**src/rtl/im_loader_if.sv**
```systemverilog
// im_loader_if: byte-stream input and BRAM port A write bundle for the loader
interface im_loader_if #(parameter int AW = 10);
  logic [7:0]    rx_data;
  logic          rx_valid;
  logic          rx_ready;
  logic [35:0]   wda;
  logic [AW-1:0] aa;
  logic          wea;
  logic          ena;
  modport master (output rx_data, rx_valid, input rx_ready, wda, aa, wea, ena);
  modport slave  (input rx_data, rx_valid, output rx_ready, wda, aa, wea, ena);
endinterface

```
**src/rtl/im_loader.sv**
```systemverilog
// im_loader: parses a framed byte stream and writes 36-bit words into the instruction BRAM
module im_loader #(
  parameter logic [7:0] SYNC_BYTE = 8'hA5,
  parameter int          AW       = 10
) (
  input  logic       clock,
  input  logic       reset_n,
  im_loader_if.slave bus,
  output logic       core_hold,
  output logic       load_done,
  output logic       load_err
);
  typedef enum logic [3:0] {IDLE, AH, AL, CH, CL, DATA, CSUM, DONE, ERR} state_t;
  localparam logic [16:0] MAXN = 17'(1) << AW;
  state_t        r_state;
  logic [AW-1:0] r_addr, r_aa;
  logic [15:0]   r_cnt;
  logic [2:0]    r_k;
  logic [7:0]    r_csum;
  logic [35:0]   r_word, r_wda;
  logic          r_wea, r_rdy, r_hold, r_done, r_err;
  logic          w_xfer, w_bad;
  logic [15:0]   w_n;
  assign w_xfer = bus.rx_valid & r_rdy;
  assign w_n    = {r_cnt[15:8], bus.rx_data};
  assign w_bad  = (w_n == 16'd0) || ({1'b0, w_n} > MAXN);
  always_ff @(posedge clock or negedge reset_n) begin
    if (!reset_n) begin
      r_state <= IDLE;
      r_addr  <= '0;
      r_aa    <= '0;
      r_cnt   <= '0;
      r_k     <= '0;
      r_csum  <= '0;
      r_word  <= '0;
      r_wda   <= '0;
      r_wea   <= 1'b0;
      r_rdy   <= 1'b0;
      r_hold  <= 1'b0;
      r_done  <= 1'b0;
      r_err   <= 1'b0;
    end else begin
      r_wea  <= 1'b0;
      r_done <= 1'b0;
      r_err  <= 1'b0;
      r_rdy  <= 1'b1;
      if (r_state == DONE || r_state == ERR) r_state <= IDLE;
      else if (w_xfer) begin
        if (r_state != IDLE && r_state != CSUM) r_csum <= r_csum ^ bus.rx_data;
        case (r_state)
          IDLE: if (bus.rx_data == SYNC_BYTE) begin
            r_state <= AH;
            r_csum  <= '0;
            r_hold  <= 1'b1;
          end
          AH: begin
            r_addr[AW-1:8] <= bus.rx_data[AW-9:0];
            r_state        <= AL;
          end
          AL: begin
            r_addr[7:0] <= bus.rx_data;
            r_state     <= CH;
          end
          CH: begin
            r_cnt[15:8] <= bus.rx_data;
            r_state     <= CL;
          end
          CL: begin
            r_cnt   <= w_n;
            r_k     <= '0;
            r_state <= w_bad ? ERR : DATA;
            r_err   <= w_bad;
            r_hold  <= !w_bad;
            r_rdy   <= !w_bad;
          end
          DATA: begin
            r_k    <= (r_k == 3'd4) ? 3'd0 : r_k + 3'd1;
            r_word <= (r_k == 3'd0) ? {32'b0, bus.rx_data[3:0]} : {r_word[27:0], bus.rx_data};
            if (r_k == 3'd4) begin
              r_wea   <= 1'b1;
              r_wda   <= {r_word[27:0], bus.rx_data};
              r_aa    <= r_addr;
              r_addr  <= r_addr + 1'b1;
              r_cnt   <= r_cnt - 16'd1;
              r_state <= (r_cnt == 16'd1) ? CSUM : DATA;
            end
          end
          CSUM: begin
            r_state <= (bus.rx_data == r_csum) ? DONE : ERR;
            r_done  <= (bus.rx_data == r_csum);
            r_err   <= (bus.rx_data != r_csum);
            r_hold  <= 1'b0;
            r_rdy   <= 1'b0;
          end
          default: ;
        endcase
      end
    end
  end
  assign bus.rx_ready = r_rdy;
  assign bus.wda      = r_wda;
  assign bus.aa       = r_aa;
  assign bus.wea      = r_wea;
  assign bus.ena      = r_wea;
  assign core_hold    = r_hold;
  assign load_done    = r_done;
  assign load_err     = r_err;
endmodule
```
**src/flat_wrapper.sv**
```systemverilog
// flat-port wrapper written by rule: the top's interface ports become plain ports
module im_loader_flat 
#(
  parameter logic [7:0] SYNC_BYTE = 8'hA5,
  parameter int          AW       = 10
)
  (clock, reset_n, core_hold, load_done, load_err, bus_rx_data, bus_rx_valid, bus_rx_ready, bus_wda, bus_aa, bus_wea, bus_ena);
  im_loader_if #(.AW(AW)) bus_i ();
  input  logic clock;
  input  logic reset_n;
  output logic core_hold;
  output logic load_done;
  output logic load_err;
  input wire logic [$bits(bus_i.rx_data)-1:0] bus_rx_data;
  input wire logic [$bits(bus_i.rx_valid)-1:0] bus_rx_valid;
  output wire logic [$bits(bus_i.rx_ready)-1:0] bus_rx_ready;
  output wire logic [$bits(bus_i.wda)-1:0] bus_wda;
  output wire logic [$bits(bus_i.aa)-1:0] bus_aa;
  output wire logic [$bits(bus_i.wea)-1:0] bus_wea;
  output wire logic [$bits(bus_i.ena)-1:0] bus_ena;
  assign bus_i.rx_data = bus_rx_data;
  assign bus_i.rx_valid = bus_rx_valid;
  assign bus_rx_ready = bus_i.rx_ready;
  assign bus_wda = bus_i.wda;
  assign bus_aa = bus_i.aa;
  assign bus_wea = bus_i.wea;
  assign bus_ena = bus_i.ena;
  im_loader #(.SYNC_BYTE(SYNC_BYTE), .AW(AW)) u_core (.clock(clock), .reset_n(reset_n), .bus(bus_i), .core_hold(core_hold), .load_done(load_done), .load_err(load_err));
endmodule
```
**config.mk**
```make
export PLATFORM = sky130hd
export DESIGN_NAME = im_loader_flat
export DESIGN_NICKNAME = d
export VERILOG_FILES = /design/src/rtl/im_loader_if.sv /design/src/rtl/im_loader.sv /design/src/flat_wrapper.sv
export SDC_FILE = /design/constraint.sdc
export NUM_CORES = 1
export LEC_CHECK = 0
export BUFFER_PORTS_ARGS = -buffer_cell sky130_fd_sc_hd__buf_4
export CAP_MARGIN = 20
export CORE_UTILIZATION = 50
export CTS_CLUSTER_SIZE = 28
export DETAILED_ROUTE_END_ITERATION = 12
export MAX_ROUTING_LAYER = met4
export PLACE_DENSITY = 0.79
export RECOVER_POWER = 25
export REMOVE_ABC_BUFFERS = 1
export SKIP_LAST_GASP = 1
export SYNTH_ARGS = -nofsm -noshare
export SYNTH_HDL_FRONTEND = slang
export SYNTH_SLANG_ARGS = --single-unit
export TNS_END_PERCENT = 10
```
**constraint.sdc**
```tcl
create_clock -name clock -period 2.3 [get_ports clock]
set_clock_uncertainty 0.05 [all_clocks]
set_input_delay 0 -clock clock [delete_from_list [all_inputs] [get_ports clock]]
set_output_delay 0 -clock clock [all_outputs]
set_load 0.05 [all_outputs]
```
==> results.py <==
metrics = {
    "hold_path": {
        "hold_path.class": "in2reg",
        "min_from": "bus_rx_data[7]",
        "hold_depth": 4,
        "min_to": "u_core.r_word[7]$_DFFE_PN0P_",
    },
    "critical_path": {
        "cp-end-kind": "flop",
        "crit_fanout": 36,
        "crit_path_start_kind": "flop",
        "cp_data_required_time_ns": 2.66,
        "critical_path_class": "reg2reg",
        "reg2reg_to": "u_core.r_addr[8]$_DFFE_PN0P_",
        "worstPathArrival_ns": 2.48,
        "rr_worst_depth": 5,
        "reg2reg_slack_ns": 0.17,
        "r2r_start": "u_core.r_state[2]$_DFFE_PN0P_",
    },
    "grt": {
        "grt_usage_pct": 24.4,
        "first_global_vias": 4302,
        "gr-total-overflow": 0,
        "grt_antenna_before_repair": 0,
        "grt_max_degree": 53,
        "grt_pass1_wl_um": 20900,
    },
    "cells_and_area": {
        "synthToLayoutAreaGrowth_pct": 24.6,
        "drive_above_1_share_pct": 23.9,
        "insertedDiodeCount": 0,
        "fin_nets": 621,
        "final_area_um2": 7000,
    },
    "floorplan": {
        "die_h_um": 108,
        "start_util_pct": 51.6,
        "num_rows": 38,
        "core_area_um2": 10900,
        "die_w_um": 108,
        "die_area_um2": 11700,
        "io_pins": 63,
    },
    "clocking": {
        "cts_tree": "built",
        "clkTransAtPathRegs_ns": 0.06,
        "clock_path_buffers": 2,
        "cts_resized": 0,
        "clk_latency_ns": 0.53,
        "post-cts-setup-buffer-count": 0,
        "h-tree-depth": 4,
        "cts_buffers": 17,
        "cts_sinks": 120,
        "cts_root_buf": "clkbuf_8",
        "hold_buffers": 12,
    },
    "place": {
        "detailedPlace.worstSlack_ns": 0.219,
        "dpl_cell_area_um2": 6240,
        "place_congestion": 0.876,
        "io_buffers": 62,
        "dp_hpwl_um": 8420,
    },
    "yosys": {
        "synth_compound_area_share_pct": 13.8,
        "syn_inst": 529,
        "synth_area_um2": 5620,
        "synthFlopType": "dfrtp_1",
        "synth_fa_ha_area_share_pct": 1.11,
        "synth_top_area_cell": "dfrtp_1",
        "async_reset_ff_share_pct": 100,
        "synth_area_per_cell_um2": 10.6,
        "yosys.area_share.simple_pct": 15.4,
        "ys_seq_area_share_pct": 53.5,
        "synthMuxAreaShare_pct": 9.82,
        "synth.ff_latch_count": 120,
        "synth_top_family_by_area": "simple AND/OR/NAND/NOR gates",
        "ys.warnings.count": 0,
        "synth-xor-area-share_pct": 2.81,
        "synth_top_area_share_pct": 53.5,
        "synth_cell_types": 57,
        "synth_edf_count": 0,
        "synthTopCellsByArea": "dfrtp_1, nand2_1, mux2_2, o21ai_0, mux2_1",
    },
    "sta": {
        "relSlewSlack_pct": 24.5,
        "setup_violations": 0,
        "worst_hold_slack_ns": 0.299,
        "hold_viol": 0,
        "final_max_slew_viol_count": 0,
        "fin_crit_ns": 2.13,
        "rsz0062_at_grt": "false",
        "period_share_pct": 92.4,
        "layout_setup_ws_ns": 0.174,
        "setup_tns_ns": 0,
        "clock.fmax_mhz": 470,
        "worst_pin_slew_ns": 1.13,
    },
    "power": {
        "power_uw": 7420,
        "p_leak_uw": 0.00327,
        "max-vdd-ir-drop_v": 0.000588,
        "power_density_nw_per_um2": 1060,
    },
    "outcome": {
        "status": "completed",
    },
    "route": {
        "wl_per_cell_um": 16.6,
        "via_count": 4324,
        "drtIter0Drc": 273,
        "ant_nets": 0,
        "dr.pass1.iters": 5,
        "drc": 0,
        "wl_um": 12600,
        "viasPerCell": 5.70,
    },
    "job": {
        "maxCapViolCount": 0,
    },
}
## worst max-delay path, cell delays in order, from the launching register on
cell	delay [ns]
dfrtp_1	0.46
nor4bb_4	0.51
buf_4	0.44
and3_1	0.23
a31oi_1	0.09
o22a_1	0.22
## layout by cell type, fill, tap and decap left out, drive strengths merged, types with 3 or more instances in the layout
cell type and n:
or3 6, a2bb2oi 3, o21a 6, o22a 7, mux2 49, o21ai 46
and3 10, o22ai 4, clkbuf 26, and4 3, nand2 88, a22o 6
dlygate4sd3 11, xor2 18, nor3 12, a21oi 18, dfrtp 120, nor2 27
and2 5, ha 5, nor3b 3, nand4 3, nand3 8, buf 76
nor4 6, inv 8, bufinv 5, a31oi 9
## how the worst max path moves through the flow
stage	slack, ns	startpoint	endpoint
after global routing	0.06	u_core.bus.rx_ready$_DFF_PN0_	u_core.r_cnt[3]$_DFFE_PN0P_
after floorplan	-4.23	u_core.r_state[1]$_DFFE_PN0P_	u_core.bus.wda[0]$_DFFE_PN0P_
after CTS	0.20	u_core.r_state[1]$_DFFE_PN0P_	u_core.r_cnt[4]$_DFFE_PN0P_
after detailed placement	0.22	u_core.r_state[1]$_DFFE_PN0P_	u_core.r_cnt[4]$_DFFE_PN0P_
final	0.17	u_core.r_state[2]$_DFFE_PN0P_	u_core.r_addr[8]$_DFFE_PN0P_
after global placement	0.29	u_core.r_state[1]$_DFFE_PN0P_	u_core.r_cnt[3]$_DFFE_PN0P_
## power breakdown
group	total [µW]	leakage, µW	internal, µW	switching (µW)
Sequential	2890	0.00158	2480	407
Combinational	1600	0.00137	700	904
Clock	2930	0.000323	2000	934
Total	7420	0.00327	5180	2250
## through the flow
step           utilization (%)  std cells
6_report                  64.3        758
2_1_floorplan                -        496
5_1_grt                   64.3        758
3_3_place_gp              57.3        714
3_5_place_dp              57.3        714
4_1_cts                   64.6        758
## flip-flops by register name, indices dropped and copies added (netlist names)
signal	count
u_core.bus.aa	10
u_core.bus.ena	1
u_core.bus.rx_ready	1
u_core.bus.wda	36
u_core.core_hold	1
u_core.load_done	1
u_core.load_err	1
u_core.r_addr	10
u_core.r_cnt	16
u_core.r_csum	8
u_core.r_k	3
u_core.r_state	4
u_core.r_word	28
## area by class of cell
cell class	instances	area, µm²
clock buffer	23	477
fill	841	3890
clock inverter	9	185
multi-input combinational	370	2430
timing repair buffer	90	703
inverter	6	22.5
sequential	120	3000
tap	140	175
## Yosys cell counts, drive strengths merged (2+ instances only)
library cell and n:
inv 6, o21a 6, and3 10, o22ai 4
dfrtp 120, nor3b 3, mux2 49, o21bai 2
a31oi 9, nor4 6, clkbuf 17, o22a 7
nor3 12, or3 6, a21boi 2, o32ai 2
a21oi 18, and4 3, nand3b 2, o21ai 46
ha 5, a21o 2, nand2b 2, buf 16
xor2 18, a211oi 2, nand4 3, and2 5
nand2 88, nor2 27, a22o 6, nand3 8
a2bb2oi 3
## per-layer routing
metal	vias up	wire length, µm	GRT usage, %
met5	-	0	-
met4	0	350	10.6
met3	32	742	6.87
met2	142	6030	37.6
met1	2123	5480	30.0
li1	2027	-	-
## cell families after synthesis
logic type	after synthesis
AND/OR/NAND/NOR	179
flip-flops	120
AO/OA/AOI/OAI	119
multiplexers	49
buffers and inverters	39
XOR/XNOR	18
adder cells (fa/ha/maj)	5
Power figures use the tool's default switching activity.
